## src/rtl/pmc_pkg.sv

```systemverilog
// Shared defaults and elaboration-time parameter checks for pattern_match_counter.
// Latency: n/a (constants and functions only).
// Backpressure: n/a.
package pmc_pkg;

    // Default configuration of the detector
    localparam int         PMC_PAT_W    = 4;
    localparam logic [3:0] PMC_PAT_RST  = 4'b1001;
    localparam int         PMC_CNT_W    = 3;
    localparam int         PMC_TERM_CNT = 3;

    // TERM_CNT must be reachable by a CNT_W-bit counter and must not be zero
    function automatic bit pmc_term_cnt_ok(input int term_cnt, input int cnt_w);
        return (term_cnt >= 1) && (term_cnt <= ((1 << cnt_w) - 1));
    endfunction

    // Pattern length must leave at least one bit of history and fit 16 bits
    function automatic bit pmc_pat_w_ok(input int pat_w);
        return (pat_w >= 2) && (pat_w <= 16);
    endfunction

endpackage

```

## src/rtl/pmc_counter.sv

```systemverilog
// Match counter with terminal-count wrap, TERM pulse and optional one-hot view.
// Latency: COUNT/TERM update on the same edge that samples the increment.
// Backpressure: none; i_clr wins over i_inc. One-hot decode only with PMC_ONEHOT_EN.
module pmc_counter
    import pmc_pkg::*;
#(
    parameter int CNT_W    = PMC_CNT_W,
    parameter int TERM_CNT = PMC_TERM_CNT
) (
    input  logic                  CLK,
    input  logic                  RST,
    input  logic                  i_inc,
    input  logic                  i_clr,
    output logic                  o_term,
    output logic [CNT_W-1:0]      o_count,
    output logic [2**CNT_W-1:0]   o_cnt_oh
);

    generate
        if (!pmc_term_cnt_ok(TERM_CNT, CNT_W)) begin : g_bad_term_cnt
            $error("pmc_counter: TERM_CNT out of range for CNT_W");
        end
    endgenerate

    logic [CNT_W-1:0] r_count;
    logic             r_term;
    logic [CNT_W:0]   w_count_inc;
    logic             w_at_term;

    // One extra bit so the compare against TERM_CNT cannot alias on overflow
    assign w_count_inc = {1'b0, r_count} + {{CNT_W{1'b0}}, 1'b1};
    assign w_at_term   = (w_count_inc == (CNT_W + 1)'(TERM_CNT));

    // Count matches; wrap to zero and pulse TERM on reaching the terminal count
    always_ff @(posedge CLK) begin
        if (RST) begin
            r_count <= '0;
            r_term  <= 1'b0;
        end else if (i_clr) begin
            r_count <= '0;
            r_term  <= 1'b0;
        end else if (i_inc) begin
            if (w_at_term) begin
                r_count <= '0;
                r_term  <= 1'b1;
            end else begin
                r_count <= w_count_inc[CNT_W-1:0];
                r_term  <= 1'b0;
            end
        end else begin
            r_term <= 1'b0;
        end
    end

    assign o_count = r_count;
    assign o_term  = r_term;

`ifdef PMC_ONEHOT_EN
    // One-hot view of the current count
    always_comb begin
        o_cnt_oh          = '0;
        o_cnt_oh[r_count] = 1'b1;
    end
`else
    assign o_cnt_oh = '0;
`endif

endmodule

```

## src/rtl/pattern_match_counter.sv

```systemverilog
// Serial pattern detector (history compare) feeding a terminal match counter; macro PMC_ONEHOT_EN enables CNT_OH.
// Latency: MATCH/COUNT/TERM register on the edge that samples the completing bit.
// Backpressure: none; bits are taken only when IN_VLD=1, PAT_LD overrides IN_VLD.
module pattern_match_counter
    import pmc_pkg::*;
#(
    parameter int               PAT_W    = PMC_PAT_W,
    parameter logic [PAT_W-1:0] PAT_RST  = PMC_PAT_RST,
    parameter int               OVERLAP  = 1,
    parameter int               CNT_W    = PMC_CNT_W,
    parameter int               TERM_CNT = PMC_TERM_CNT
) (
    input  logic                CLK,
    input  logic                RST,
    input  logic                IN_VLD,
    input  logic                X,
    input  logic                PAT_LD,
    input  logic [PAT_W-1:0]    PAT_IN,
    input  logic                CNT_CLR,
    output logic                MATCH,
    output logic                TERM,
    output logic [CNT_W-1:0]    COUNT,
    output logic [2**CNT_W-1:0] CNT_OH
);

    generate
        if (!pmc_pat_w_ok(PAT_W)) begin : g_bad_pat_w
            $error("pattern_match_counter: PAT_W must be 2..16");
        end
    endgenerate

    // Fill counts valid bits since reset/load/non-overlap restart, saturating at PAT_W
    localparam int FILL_W = $clog2(PAT_W + 1);
    localparam logic [FILL_W-1:0] FILL_NEED = FILL_W'(PAT_W - 1);
    localparam logic [FILL_W-1:0] FILL_MAX  = FILL_W'(PAT_W);

    logic [PAT_W-1:0]  r_pat;
    logic [PAT_W-2:0]  r_hist;
    logic [FILL_W-1:0] r_fill;
    logic              r_match;
    logic [PAT_W-1:0]  w_window;
    logic              w_hit;

    // Only PAT_W-1 history bits are kept; the incoming bit completes the window
    assign w_window = {r_hist, X};
    assign w_hit    = IN_VLD && !PAT_LD && (r_fill >= FILL_NEED) && (w_window == r_pat);

    // Pattern, history and fill tracking; pattern load restarts detection
    always_ff @(posedge CLK) begin
        if (RST) begin
            r_pat   <= PAT_RST;
            r_hist  <= '0;
            r_fill  <= '0;
            r_match <= 1'b0;
        end else if (PAT_LD) begin
            r_pat   <= PAT_IN;
            r_hist  <= '0;
            r_fill  <= '0;
            r_match <= 1'b0;
        end else if (IN_VLD) begin
            r_hist  <= w_window[PAT_W-2:0];
            r_match <= w_hit;
            if ((OVERLAP == 0) && w_hit) begin
                r_fill <= '0;
            end else if (r_fill != FILL_MAX) begin
                r_fill <= r_fill + 1'b1;
            end
        end else begin
            r_match <= 1'b0;
        end
    end

    assign MATCH = r_match;

    pmc_counter #(
        .CNT_W    (CNT_W),
        .TERM_CNT (TERM_CNT)
    ) u_counter (
        .CLK      (CLK),
        .RST      (RST),
        .i_inc    (w_hit),
        .i_clr    (CNT_CLR),
        .o_term   (TERM),
        .o_count  (COUNT),
        .o_cnt_oh (CNT_OH)
    );

endmodule
```

## config.mk

```make
export PLATFORM = sky130hd
export DESIGN_NAME = pattern_match_counter
export DESIGN_NICKNAME = d
export VERILOG_FILES = /design/src/rtl/pmc_pkg.sv /design/src/rtl/pmc_counter.sv /design/src/rtl/pattern_match_counter.sv
export SDC_FILE = /design/constraint.sdc
export NUM_CORES = 1
export LEC_CHECK = 0
export ABC_CLOCK_PERIOD_IN_PS = 4550
export BUFFER_PORTS_ARGS = -buffer_cell sky130_fd_sc_hd__buf_4
export CORE_UTILIZATION = 42
export DETAILED_ROUTE_END_ITERATION = 12
export PLACE_DENSITY = 0.72
export SKIP_LAST_GASP = 1
export SYNTH_ARGS = -nofsm -noshare
export SYNTH_HDL_FRONTEND = slang
export SYNTH_SLANG_ARGS = --single-unit
```

## constraint.sdc

```tcl
create_clock -name CLK -period 4.55 [get_ports CLK]
set_input_delay 0.455 -clock CLK [delete_from_list [all_inputs] [get_ports CLK]]
set_output_delay 0.455 -clock CLK [all_outputs]
set_load 0.005 [all_outputs]
```

# ---- Word level (Yosys, flattened, before mapping)
# Cells that the tools add are included.
# W data, S select, Z words.
dict set report word_totals {
  reg_bits 15
  out_inout_bits 13
  elab_cells 25
}
dict set report classes {
  add_sub_neg 2
  magnitude_cmp 1
  n_eq_ne 3
  n_mux 2
  bitwise_logic 2
  reduce_logical 9
}
# operator count
set ops {}
lappend ops {{$reduce_or A3 Y1} 2}
lappend ops {{$add A3 B1 Y4 const B} 1}
lappend ops {{$eq A4 B2 Y1 const B} 1}
lappend ops {{$eq A4 B4 Y1} 1}
lappend ops {{$reduce_or A2 Y1} 2}
lappend ops {{$add A3 B1 Y3 const B} 1}
lappend ops {{$ge A3 B2 Y1 const B} 1}
lappend ops {{$logic_and A1 B1 Y1} 3}
lappend ops {{$mux W3} 1}
lappend ops {{$ne A3 B3 Y1 const B} 1}
lappend ops {{$not A1 Y1} 2}
lappend ops {{$reduce_and A2 Y1} 1}
lappend ops {{$logic_not A1 Y1} 1}
lappend ops {{$mux W1} 1}

# ---- Logic depth before layout (Yosys ltp)
dict set report logic_depth {
  word_depth 6
  depth_mapped 6
}

# ---- By module
# A second synthesis with hierarchy kept.
dict set report unflattened {
  hier_cells 84
  area_unflattened_um2 800.8
}
# module instances cells_per_inst area_per_inst_um2 seq_area_each_um2
set by_module_without_submodules {}
lappend by_module_without_submodules {pattern_match_counter 1 53 536.8 220.2}
lappend by_module_without_submodules {pmc_counter 1 31 264.0 80.1}

# ---- Worst setup path before layout
# No wires, ideal clock.
dict set report synth_path {
  path_kind {reg-to-reg}
  startpoint {reg r_fill[0]}
  endpoint {reg u_counter.r_count[1] (netlist: u_counter.o_count[1])}
  setup_ns 0.116
  arrival_time_ns 1.384
  t_required_ns 4.434
  path_slack_ns 3.050
  path_stages_with_launch 7
  path_buffers 0
  period_less_slack_ns 1.500
  path_cell_list {dfxtp_1 > ha_1 > ha_1 > a211oi_2 > nor4_4 > a21oi_1 > a41o_2}
}
dict set report synth_via {
  elab_chain_len 3
}
# element line
set synth_rtl {}
lappend synth_rtl {{from (decl)} pattern_match_counter.sv:39} ;# logic [FILL_W-1:0] r_fill;
lappend synth_rtl {{from (signal assigned)} pattern_match_counter.sv:66} ;# r_fill <= r_fill + 1'b1;
lappend synth_rtl {{$ge A3 B2 Y1} pattern_match_counter.sv:46} ;# assign w_hit = IN_VLD && !PAT_LD && (r_fill >= FILL_NEED) && (w_window == r_pat);
lappend synth_rtl {{$logic_and A1 B1 Y1 (2 in a row)} pattern_match_counter.sv:46}
lappend synth_rtl {{to (signal assigned)} pmc_counter.sv:47} ;# r_count <= w_count_inc[CNT_W-1:0];
lappend synth_rtl {{to (decl)} pmc_counter.sv:25} ;# logic [CNT_W-1:0] r_count;
# No other way between the ends.
# A chain may end at the register's enable or synchronous reset.

# ---- Final worst setup path
# Same ends and word-level chain as after synthesis.

==> run metrics <==
status=completed; Die Wd=roughly 46 um; CTS Sinks=15; first-pass GRT wire length=about 2.4 mm; worst reg2reg startpoint=r_fill[0]; Hold EP=u_counter.o_term; final setup vio count=0; Area Overhead vs Synth=13.5%; clk_skew=between 0.0015 and 0.002 ns; Worst Path Max Fanout=4; Crit path required time=4.74 ns; slowest CP cell=dfxtp_1; top-area cell type share of the netlist area=36.4%; Post-Syn Area=roughly 830 um2; min cycle time layout=roughly 1.6 ns; Final Cycle Share=a little over a third; Worst Setup End Kind=flop; CTS-repair resized insts=0; Critical Path AT=1.80 ns; worst reg2reg setup slack=between 2 and 3 ns; max-slew violations=0; share of cells above drive strength 1=around a quarter; Tot GR Track Use=between 10% and 20%; CP Launch Type=flop; die height=approximately 46 um; Syn Inst Count=a little under 90; largest cells by area after synthesis=dfxtp_1 (36%), mux2i_1 (8.5%), ha_1 (7.6%); CORE AREA=1780 um2; Ys Warns=0; Pleak=between 0.4 and 0.5 nW; initial antenna violation count=0; H-tree depth=1; total die area=~2100 um2; post-detail-place hpwl=just over 1 mm; Critical Path Max Stage Delay=0.41 ns; WS Path Type=reg -> reg; Power Density=258 nW/um2; DRC=0; top_reg_cell synth=dfxtp_1; CTS Hold Bufs=0; Hold Path Cell Cnt=2; CP Cell Sequence=ha_1, ha_1, a211oi_2, nor4_4, a21oi_1, a41o_2; Clk Latency, worst-skew pair=0.29 ns; DRT iter0 DRCs=4; Top cell by count, worst path=ha_1; # rows=15; vias in the first global route=approximately 560; fillers=roughly 170; setup TNS=0 ns; final hold vios=0; CTS tree=built; vias=598; clk slew on worst S/H paths=0.09 ns; synthesized area per cell=between 9 and 10 um2; Clock Root Buffer=clkbuf_4; Port-buffer cells=14; worst vdd ir=about 0.14 mV; final worst slack=between 2 and 3 ns; largest net degree at the start of global routing=11; largest area contributor in the netlist=dfxtp_1; total CTS buffers=3; Setup Buffers After CTS=0; fmax=approximately 620 MHz; Hold Startpoint=CNT_CLR; router iterations before antenna repair=3; utilization after layout=a little over half; Starting Density=between 40% and 50%; max cap viols=0; Final GP Congestion=slightly below 0.8; total routed wirelength=1.30 mm; reg2reg end=u_counter.o_count[1]; wire per inst=10.2 um; DRT antenna net count=0; Reg2Reg Depth=6; I/O pin count=23; Synth Register Bits=15; sequential element share of the synthesized area=36.4%; pre-CTS setup slack=between 2 and 3 ns; unrepaired setup endpoints after global routing=no; vias per cell=around 4.7; nets@finish=118; Max clock buf depth=2; Post-synth ARST share=0%; grt ovf=0; # diodes=0; HP Class=in -> reg; Post-synth EDFFs=0; Unique masters post-synth=29
worst max-delay path, delay by kind of cell (launching register included):
family	cells	cell delay, ns
flip-flops	1	0.41
AO/OA/AOI/OAI	3	0.40
AND/OR/NAND/NOR	1	0.36
adder cells (fa/ha/maj)	2	0.33
cells by family after synthesis:
kind of cell,synth area share (%)
AO/OA/AOI/OAI,10.5
XOR/XNOR,5.30
adder cells (fa/ha/maj),7.58
buffers and inverters,11.8
flip-flops,36.4
multiplexers,8.49
other,0.454
AND/OR/NAND/NOR,19.5
stage by stage:
stage	hold WS, ns	power (W)	std cells	area, um2
finish	0.351	0.000242	127	937
global route	0.349	0.000254	127	937
CTS	0.344	0.000245	127	937
detailed placement	0.503	0.000168	123	910
global placement	0.493	0.000167	123	910
floorplan	0.480	0.000164	96	852
layout by cell type (no fill, tap or decap):
cell type	count
dfxtp_1	15
buf_4	14
nor2_1	11
conb_1	8
mux2i_1	7
inv_1	5
ha_1	5
xor2_1	4
o21ai_0	3
a21oi_1	3
nand2_1	3
clkbuf_4	3
a21boi_0	2
nand3_1	2
nor2b_1	2
a211o_1	2
or2_2	1
nand2b_1	1
nor3_4	1
a211oi_2	1
nor4_4	1
nand2_2	1
and2_1	1
nor4_2	1
or3_1	1
nor3_1	1
a41o_2	1
xnor2_1	1
clkinv_2	1
synthesized netlist by cell type, types with 2 or more instances:
cell / count
nand2_1: 3
nor2_1: 11
nor2b_1: 2
a21boi_0: 2
inv_1: 5
buf_4: 8
ha_1: 5
nand3_1: 2
a211o_1: 2
a21oi_1: 3
xor2_1: 4
buf_2: 3
o21ai_0: 3
dfxtp_1: 15
mux2i_1: 7
worst max path at each step:
stage	from	end	slack, ns	cells after the start
final	r_fill[0]	u_counter.o_count[1]	2.94	6
after detailed placement	r_fill[0]	u_counter.o_count[1]	2.95	6
after floorplan	r_fill[0]	u_counter.o_count[1]	3.05	6
after CTS	r_fill[0]	u_counter.o_count[1]	2.93	6
after global routing	u_counter.o_count[1]	u_counter.o_count[1]	2.83	5
after global placement	r_fill[0]	u_counter.o_count[1]	3.01	6
flip-flops by register name (all words and copies together) (netlist names):
name and count:
MATCH 1, r_fill 3, r_hist 3, r_pat 4
u_counter.o_count 3, u_counter.o_term 1
final cells by class:
cell class / count / area, um2 / area share, %
Clock inverter: 1 / 5.00 / 0.534
Clock buffer: 3 / 22.5 / 2.40
Sequential cell: 15 / 300 / 32.0
Multi-Input combinational cell: 64 / 454 / 48.5
Tap cell: 25 / 31.3 / 3.34
Inverter: 5 / 18.8 / 2.00
Timing Repair Buffer: 14 / 105 / 11.2
metal layers:
| metal | track usage (%) | up-vias | part of all wire [%] |
|---|---|---|---|
| met3 | 3.53 | 5 | 3.6 |
| met4 | 14.1 | 0 | 4.1 |
| met2 | 23.9 | 16 | 46 |
| li1 | - | 306 | - |
| met1 | 20.4 | 271 | 46 |
| met5 | 0 | - | 0 |
power breakdown:
| group | internal, W | switching, W |
|---|---|---|
| sequential | 0.000135 | 0.00000265 |
| combinational | 0.0000129 | 0.0000145 |
| clock | 0.0000327 | 0.0000445 |
| total | 0.000180 | 0.0000617 |
No activity file was read; power rests on OpenSTA's default activity.
